`src/rtl/mem_stage_pkg.sv`:
```
// Shared constants and helpers for the memory-access stage.
package mem_stage_pkg;

  localparam int DWIDTH = 32;
  localparam int BE_W   = DWIDTH / 8;

  localparam logic [DWIDTH-1:0] ZERO_DW = {DWIDTH{1'b0}};

  localparam logic [2:0] F3_B  = 3'b000;
  localparam logic [2:0] F3_H  = 3'b001;
  localparam logic [2:0] F3_W  = 3'b010;
  localparam logic [2:0] F3_BU = 3'b100;
  localparam logic [2:0] F3_HU = 3'b101;

  typedef enum logic [1:0] {
    IDLE = 2'd0,
    REQ  = 2'd1,
    RSP  = 2'd2,
    HOLD = 2'd3
  } mem_state_e;

  // Byte offset forced to the natural alignment of the access size
  function automatic logic [1:0] align_off(input logic [2:0] f3, input logic [1:0] a);
    case (f3[1:0])
      2'b00:   align_off = a;
      2'b01:   align_off = {a[1], 1'b0};
      default: align_off = 2'b00;
    endcase
  endfunction

  function automatic logic is_misaligned(input logic [2:0] f3, input logic [1:0] a);
    case (f3[1:0])
      2'b01:   is_misaligned = a[0];
      2'b10:   is_misaligned = (a != 2'b00);
      default: is_misaligned = 1'b0;
    endcase
  endfunction

  function automatic logic [BE_W-1:0] byte_en(input logic [2:0] f3, input logic [1:0] off);
    case (f3[1:0])
      2'b00:   byte_en = 4'b0001 << off;
      2'b01:   byte_en = 4'b0011 << off;
      default: byte_en = 4'b1111;
    endcase
  endfunction

  function automatic logic [DWIDTH-1:0] store_lanes(input logic [2:0] f3, input logic [DWIDTH-1:0] d);
    case (f3[1:0])
      2'b00:   store_lanes = {4{d[7:0]}};
      2'b01:   store_lanes = {2{d[15:0]}};
      default: store_lanes = d;
    endcase
  endfunction

endpackage

```
`src/rtl/mem_stage_if.sv`:
```
// Data-memory request/response bus between mem_stage (master) and the data memory (slave).
interface mem_stage_if
  import mem_stage_pkg::*;
();
  logic              dmem_req;
  logic              dmem_we;
  logic [DWIDTH-1:0] dmem_addr;
  logic [DWIDTH-1:0] dmem_wdata;
  logic [BE_W-1:0]   dmem_be;
  logic              dmem_ready;
  logic              dmem_rsp_valid;
  logic [DWIDTH-1:0] dmem_rdata;

  modport master (
    output dmem_req, dmem_we, dmem_addr, dmem_wdata, dmem_be,
    input  dmem_ready, dmem_rsp_valid, dmem_rdata
  );

  modport slave (
    input  dmem_req, dmem_we, dmem_addr, dmem_wdata, dmem_be,
    output dmem_ready, dmem_rsp_valid, dmem_rdata
  );
endinterface

```
`src/rtl/mem_stage_load_align.sv`:
```
// Load data alignment: shifts the addressed bytes down and sign/zero-extends them.
module load_align
  import mem_stage_pkg::*;
(
  input  logic [DWIDTH-1:0] rdata,
  input  logic [1:0]        off,
  input  logic [2:0]        funct3,
  output logic [DWIDTH-1:0] data
);
  logic [DWIDTH-1:0] shifted_s;

  // Byte-lane shift followed by size/sign extension
  always_comb begin
    shifted_s = rdata >> {off, 3'b000};
    case (funct3)
      F3_B:    data = {{24{shifted_s[7]}}, shifted_s[7:0]};
      F3_H:    data = {{16{shifted_s[15]}}, shifted_s[15:0]};
      F3_BU:   data = {24'h000000, shifted_s[7:0]};
      F3_HU:   data = {16'h0000, shifted_s[15:0]};
      default: data = shifted_s;
    endcase
  end
endmodule

```
`src/rtl/mem_stage.sv`:
```
// Memory-access stage: issues data-memory requests, aligns loads, stalls upstream while busy.
// Build option MISALIGN_TRAP_EN: trap misaligned H/W accesses instead of masking low address bits.
module mem_stage
  import mem_stage_pkg::*;
(
  input  logic              clk,
  input  logic              rst,
  input  logic              flush,
  input  logic              stall_in,
  input  logic              in_valid,
  input  logic [DWIDTH-1:0] pc_in,
  input  logic [DWIDTH-1:0] alu_result_in,
  input  logic [DWIDTH-1:0] store_data_in,
  input  logic [4:0]        rd_in,
  input  logic              regW_in,
  input  logic [1:0]        WBSel_in,
  input  logic              memR_in,
  input  logic              memW_in,
  input  logic [2:0]        funct3_in,
  mem_stage_if.master       dmem,
  output logic              out_valid,
  output logic [DWIDTH-1:0] pc_out,
  output logic [DWIDTH-1:0] alu_result_out,
  output logic [DWIDTH-1:0] mem_data_out,
  output logic [4:0]        rd_out,
  output logic              regW_out,
  output logic [1:0]        WBSel_out,
  output logic              stall_req,
  output logic              misalign
);
  mem_state_e        state_r, state_s;
  logic [DWIDTH-1:0] pc_r, alu_r, wdata_r, mem_data_r, load_data_s;
  logic [BE_W-1:0]   be_r;
  logic [4:0]        rd_r;
  logic [2:0]        f3_r;
  logic [1:0]        off_r, off_s, wbsel_r;
  logic              regw_r, we_r, misalign_r;
  logic              is_mem_s, accept_s, mis_s;

  assign is_mem_s = memR_in | memW_in;
  assign accept_s = (state_r == IDLE) & in_valid & ~flush & is_mem_s & ~stall_in;
  assign off_s    = align_off(funct3_in, alu_result_in[1:0]);
`ifdef MISALIGN_TRAP_EN
  assign mis_s    = is_misaligned(funct3_in, alu_result_in[1:0]);
`else
  assign mis_s    = 1'b0;
`endif

  load_align u_load_align (
    .rdata  (dmem.dmem_rdata),
    .off    (off_r),
    .funct3 (f3_r),
    .data   (load_data_s)
  );

  // State register
  always_ff @(posedge clk or negedge rst) begin
    if (!rst) begin
      state_r <= IDLE;
    end else begin
      state_r <= state_s;
    end
  end

  // Op capture on acceptance; load result capture on response
  always_ff @(posedge clk or negedge rst) begin
    if (!rst) begin
      pc_r       <= ZERO_DW;
      alu_r      <= ZERO_DW;
      wdata_r    <= ZERO_DW;
      mem_data_r <= ZERO_DW;
      be_r       <= 4'b0000;
      rd_r       <= 5'd0;
      f3_r       <= 3'b000;
      off_r      <= 2'b00;
      wbsel_r    <= 2'b00;
      regw_r     <= 1'b0;
      we_r       <= 1'b0;
      misalign_r <= 1'b0;
    end else if (accept_s) begin
      pc_r       <= pc_in;
      alu_r      <= alu_result_in;
      wdata_r    <= store_lanes(funct3_in, store_data_in);
      mem_data_r <= ZERO_DW;
      be_r       <= byte_en(funct3_in, off_s);
      rd_r       <= rd_in;
      f3_r       <= funct3_in;
      off_r      <= off_s;
      wbsel_r    <= WBSel_in;
      regw_r     <= regW_in & ~memW_in & ~mis_s;
      we_r       <= memW_in;
      misalign_r <= mis_s;
    end else if ((state_r == RSP) && dmem.dmem_rsp_valid) begin
      mem_data_r <= load_data_s;
    end else begin
      mem_data_r <= mem_data_r;
    end
  end

  // Next state; an accepted access always runs to HOLD regardless of flush
  always_comb begin
    state_s = state_r;
    case (state_r)
      IDLE: begin
        if (accept_s) state_s = mis_s ? HOLD : REQ;
        else          state_s = IDLE;
      end
      REQ: begin
        if (dmem.dmem_ready) state_s = we_r ? HOLD : RSP;
        else                 state_s = REQ;
      end
      RSP: begin
        if (dmem.dmem_rsp_valid) state_s = HOLD;
        else                     state_s = RSP;
      end
      HOLD: begin
        if (!stall_in) state_s = IDLE;
        else           state_s = HOLD;
      end
      default: state_s = IDLE;
    endcase
  end

  // Outputs: combinational pass-through in IDLE, captured registers otherwise
  always_comb begin
    dmem.dmem_req   = (state_r == REQ);
    dmem.dmem_we    = we_r;
    dmem.dmem_addr  = {alu_r[DWIDTH-1:2], 2'b00};
    dmem.dmem_wdata = wdata_r;
    dmem.dmem_be    = be_r;
    out_valid       = 1'b0;
    pc_out          = pc_r;
    alu_result_out  = alu_r;
    mem_data_out    = mem_data_r;
    rd_out          = rd_r;
    regW_out        = 1'b0;
    WBSel_out       = wbsel_r;
    stall_req       = 1'b0;
    misalign        = 1'b0;
    case (state_r)
      IDLE: begin
        pc_out         = pc_in;
        alu_result_out = alu_result_in;
        mem_data_out   = ZERO_DW;
        rd_out         = rd_in;
        WBSel_out      = WBSel_in;
        if (rst && in_valid && !flush && !is_mem_s) begin
          out_valid = 1'b1;
          regW_out  = regW_in;
        end else begin
          out_valid = 1'b0;
          regW_out  = 1'b0;
        end
      end
      REQ, RSP: stall_req = 1'b1;
      HOLD: begin
        out_valid = 1'b1;
        regW_out  = regw_r;
        misalign  = misalign_r;
        stall_req = stall_in;
      end
      default: stall_req = 1'b0;
    endcase
  end
endmodule

```
`src/flat_wrapper.sv`:
```
// flat-port wrapper written by rule: the top's interface ports become plain ports
module mem_stage_flat import mem_stage_pkg::*;
  (clk, rst, flush, stall_in, in_valid, pc_in, alu_result_in, store_data_in, rd_in, regW_in, WBSel_in, memR_in, memW_in, funct3_in, out_valid, pc_out, alu_result_out, mem_data_out, rd_out, regW_out, WBSel_out, stall_req, misalign, dmem_dmem_req, dmem_dmem_we, dmem_dmem_addr, dmem_dmem_wdata, dmem_dmem_be, dmem_dmem_ready, dmem_dmem_rsp_valid, dmem_dmem_rdata);
  mem_stage_if dmem_i ();
  input  logic clk;
  input  logic rst;
  input  logic flush;
  input  logic stall_in;
  input  logic in_valid;
  input  logic [DWIDTH-1:0] pc_in;
  input  logic [DWIDTH-1:0] alu_result_in;
  input  logic [DWIDTH-1:0] store_data_in;
  input  logic [4:0] rd_in;
  input  logic regW_in;
  input  logic [1:0] WBSel_in;
  input  logic memR_in;
  input  logic memW_in;
  input  logic [2:0] funct3_in;
  output logic out_valid;
  output logic [DWIDTH-1:0] pc_out;
  output logic [DWIDTH-1:0] alu_result_out;
  output logic [DWIDTH-1:0] mem_data_out;
  output logic [4:0] rd_out;
  output logic regW_out;
  output logic [1:0] WBSel_out;
  output logic stall_req;
  output logic misalign;
  output wire logic [$bits(dmem_i.dmem_req)-1:0] dmem_dmem_req;
  output wire logic [$bits(dmem_i.dmem_we)-1:0] dmem_dmem_we;
  output wire logic [$bits(dmem_i.dmem_addr)-1:0] dmem_dmem_addr;
  output wire logic [$bits(dmem_i.dmem_wdata)-1:0] dmem_dmem_wdata;
  output wire logic [$bits(dmem_i.dmem_be)-1:0] dmem_dmem_be;
  input wire logic [$bits(dmem_i.dmem_ready)-1:0] dmem_dmem_ready;
  input wire logic [$bits(dmem_i.dmem_rsp_valid)-1:0] dmem_dmem_rsp_valid;
  input wire logic [$bits(dmem_i.dmem_rdata)-1:0] dmem_dmem_rdata;
  assign dmem_dmem_req = dmem_i.dmem_req;
  assign dmem_dmem_we = dmem_i.dmem_we;
  assign dmem_dmem_addr = dmem_i.dmem_addr;
  assign dmem_dmem_wdata = dmem_i.dmem_wdata;
  assign dmem_dmem_be = dmem_i.dmem_be;
  assign dmem_i.dmem_ready = dmem_dmem_ready;
  assign dmem_i.dmem_rsp_valid = dmem_dmem_rsp_valid;
  assign dmem_i.dmem_rdata = dmem_dmem_rdata;
  mem_stage u_core (.clk(clk), .rst(rst), .flush(flush), .stall_in(stall_in), .in_valid(in_valid), .pc_in(pc_in), .alu_result_in(alu_result_in), .store_data_in(store_data_in), .rd_in(rd_in), .regW_in(regW_in), .WBSel_in(WBSel_in), .memR_in(memR_in), .memW_in(memW_in), .funct3_in(funct3_in), .dmem(dmem_i), .out_valid(out_valid), .pc_out(pc_out), .alu_result_out(alu_result_out), .mem_data_out(mem_data_out), .rd_out(rd_out), .regW_out(regW_out), .WBSel_out(WBSel_out), .stall_req(stall_req), .misalign(misalign));
endmodule
```
`config.mk`:
```
export PLATFORM = sky130hd
export DESIGN_NAME = mem_stage_flat
export DESIGN_NICKNAME = d
export VERILOG_FILES = /design/src/rtl/mem_stage_pkg.sv /design/src/rtl/mem_stage_if.sv /design/src/rtl/mem_stage_load_align.sv /design/src/rtl/mem_stage.sv /design/src/flat_wrapper.sv
export SDC_FILE = /design/constraint.sdc
export NUM_CORES = 1
export LEC_CHECK = 0
export CORE_MARGIN = 2
export CORE_UTILIZATION = 39
export CTS_CLUSTER_DIAMETER = 200
export DETAILED_ROUTE_END_ITERATION = 8
export PLACE_DENSITY = 0.77
export SLEW_MARGIN = 25
export SYNTH_ARGS = -nofsm -noshare
export SYNTH_HDL_FRONTEND = slang
export SYNTH_SLANG_ARGS = --single-unit
export TNS_END_PERCENT = 50
```
`constraint.sdc`:
```
create_clock -name clk -period 2.7 [get_ports clk]
set_clock_uncertainty 0.1 [all_clocks]
set_input_delay 0.81 -clock clk [delete_from_list [all_inputs] [get_ports clk]]
set_output_delay 0.81 -clock clk [all_outputs]
set_load 0.05 [all_outputs]
```
==> metrics <==
status complete, but fails checks; failing checks setup timing; Final Critical Period 2.97 ns; RePlAce Congestion 0.858; layout cells sized above 1 28.2%; CTS sink count 148; setup_tns -16.16 ns; Yosys top cell by area dfrtp_1; Hold Slack 0.374 ns; Total Routing Usage GR 24.0%; WL/cell 19.5 µm; crit path kind flop to output port; RSZ-0062 raised after global routing yes; gr ovfl total 0; DP HPWL 17.9 mm; part of the Yosys area used for sequential elements 47.4%; max-cap viol count 0; final worst slack -0.268 ns; n_diodes 0; die span in y 146 µm; Slew @ Worst Pin 0.899 ns; R2R setup slack 0.52 ns; most frequent cells in the layout nand2_1 (294), clkdlybuf4s50_1 (209), dfrtp_1 (148), buf_12 (66), mux2_4 (64); CTS tree yes; Die Area 0.0212 mm²; register bit total from synthesis 148; met3 Resource Use GR 6.02%; maximum clock rate 337 MHz; PD cells 627 mW/mm²; nets 1,317; first-pass GRT wire length 41.0 mm; design area 0.0136 mm²; DRT Pass-1 Iters 5; max_slew headroom 40.0%; GRT met1 Usage 30.2%; core box area 0.0196 mm²; vias per cell 5.17; num rows 51; Hold Path Class flop to flop; Crit. End Element output port; R2R cell count 8; synthesized area per cell 9.28 µm²; fin. max-slew vios 0; most common cell after layout, fill and taps aside nand2_1; global routing usage on met2 41.6%; Synth cell types 41; CTS clk-pin slew, worst paths 0.06 ns; critical path required time 1.79 ns; RR Startpoint u_core.state_r[0]; post-route ant nets 0; setup violators final 105; Synth Warn # 0; # IOs 325; H-tree depth 4; Initial Util 39.9%; DR iter-0 viols 380; IO buf count 321; period utilization 110%; clock root buffer clkbuf_16; Syn-to-layout area delta 73.6%; # DRC 0; largest net degree at the start of global routing 149; Data arrival, critical path 2.06 ns; cells after synthesis 842; r2r endpoint u_core.mem_data_r[30]; initial antenna violation count 0; Setup crit end regW_out; vias in the first global route 7,463; share of the synthesized area in the top cell type 47.4%; routed wire length 28.2 mm; top cells by area, synth dfrtp_1 (47%), nand2_1 (14%), mux2_2 (11%), mux2i_1 (5.0%), buf_4 (3.3%); Inserted Clock Buffers 17; total number of vias 7,464; die width 146 µm; CP Max Fanout 3; worst vdd ir 0.452 mV; crit path launch type flop; Post-Syn Area 0.00781 mm²; final hold violation count 0; Cell Area, Placed 0.0117 mm²; CP Launch Point u_core.state_r[0]; GRT Max-Usage Layer met2; leakage 6.43 nW; insertion delay to the later sink of the worst-skew pair 0.41 ns; CTS Buffer Depth 2
## registers in the layout, summed over array words and instances (netlist names)
name	cells
u_core.alu_r	32
u_core.dmem.dmem_wdata	32
u_core.mem_data_r	32
u_core.pc_r	32
u_core.rd_r	5
u_core.dmem.dmem_be	4
u_core.f3_r	3
u_core.off_r	2
u_core.state_r	2
u_core.wbsel_r	2
u_core.dmem.dmem_we	1
u_core.regw_r	1
## cells in the mapped netlist, drive strengths merged
cell type  instances
mux2              79
a22oi              1
nor2              28
ha                 4
a21oi             26
nand2b             3
a31oi              3
o311a              1
a21o               1
nand3              2
mux2i             39
nand2            294
o2bb2ai            6
o21ai             39
nand3b             3
o22ai              1
o21bai             1
buf               53
dfrtp            148
inv                4
mux4               1
o211a              1
nor4b              1
nor2b             35
or3                1
o211ai             7
a221o             16
nor4               1
nor3               2
and2               1
conb               1
or2                1
clkbuf            36
a221oi             2
## worst min path at each step
stage,startpoint,end,slack (ns),cells after the start
4_1_cts,u_core.pc_r[27],u_core.pc_r[27],0.38,2
2_1_floorplan,u_core.regw_r,u_core.regw_r,0.34,2
3_5_place_dp,u_core.pc_r[27],u_core.pc_r[27],0.36,2
3_3_place_gp,u_core.pc_r[27],u_core.pc_r[27],0.35,2
6_report,u_core.rd_r[4],u_core.rd_r[4],0.37,2
5_1_grt,u_core.dmem.dmem_wdata[15],u_core.dmem.dmem_wdata[15],0.40,2
## logic make-up (layout without fill, tap and decap cells)
group	after synthesis	count (layout)	synth area share, %
flops	148	148	47.4
buf+inv	93	427	6.55
other cells	1	3	0.0480
fa+ha+maj	4	4	0.641
mux	119	119	16.7
compound gates	105	105	8.70
simple gates	372	372	20.0
## power by group
| part | total (mW) | internal (mW) | switching (mW) |
|---|---|---|---|
| logic | 3.08 | 1.28 | 1.80 |
| clock network | 2.64 | 1.68 | 0.962 |
| registers | 2.78 | 2.55 | 0.232 |
| total | 8.50 | 5.50 | 3.00 |
## area by class of cell
class	count	area (µm²)
fill	1385	6030
timing repair buffer	391	4770
multi-input combinational	603	4100
sequential	148	3700
clock buffer	21	450
tap	265	332
clock inverter	11	199
inverter	4	15.0
## worst max-delay path, stage by stage (launching register included)
cell	delay [ns]
dfrtp_1	0.40
inv_2	0.10
ha_4	0.17
buf_6	0.11
nand3b_4	0.11
nor4b_4	0.32
a22oi_2	0.10
nor2_2	0.17
buf_12	0.16
## timing repair
action                     in CTS  in global routing
setup endpoints to repair     106                106
hold buffers                    0                  0
gates cloned                    3                  6
buffers inserted               12                  8
pin swaps                       5                  4
resized for setup             106                111
## metrics by stage
| stage | worst slack (ns) | utilization (%) | std cells | power, mW |
|---|---|---|---|---|
| 4_1_cts | -0.183 | 66.1 | 1430 | 8.41 |
| 3_5_place_dp | -0.487 | 59.8 | 1383 | 5.65 |
| 3_3_place_gp | -0.444 | 59.8 | 1383 | 5.59 |
| 2_1_floorplan | -0.120 | - | 844 | 4.53 |
| 5_1_grt | -0.335 | 69.2 | 1443 | 8.83 |
| 6_report | -0.268 | 69.2 | 1443 | 8.50 |
## per-layer routing
metal | wire length (µm) | vias to the layer above
li1 | - | 3424
met2 | 14500 | 310
met5 | 0 | -
met4 | 492 | 0
met3 | 1930 | 34
met1 | 11300 | 3696
(Power assumes the default switching activity.)
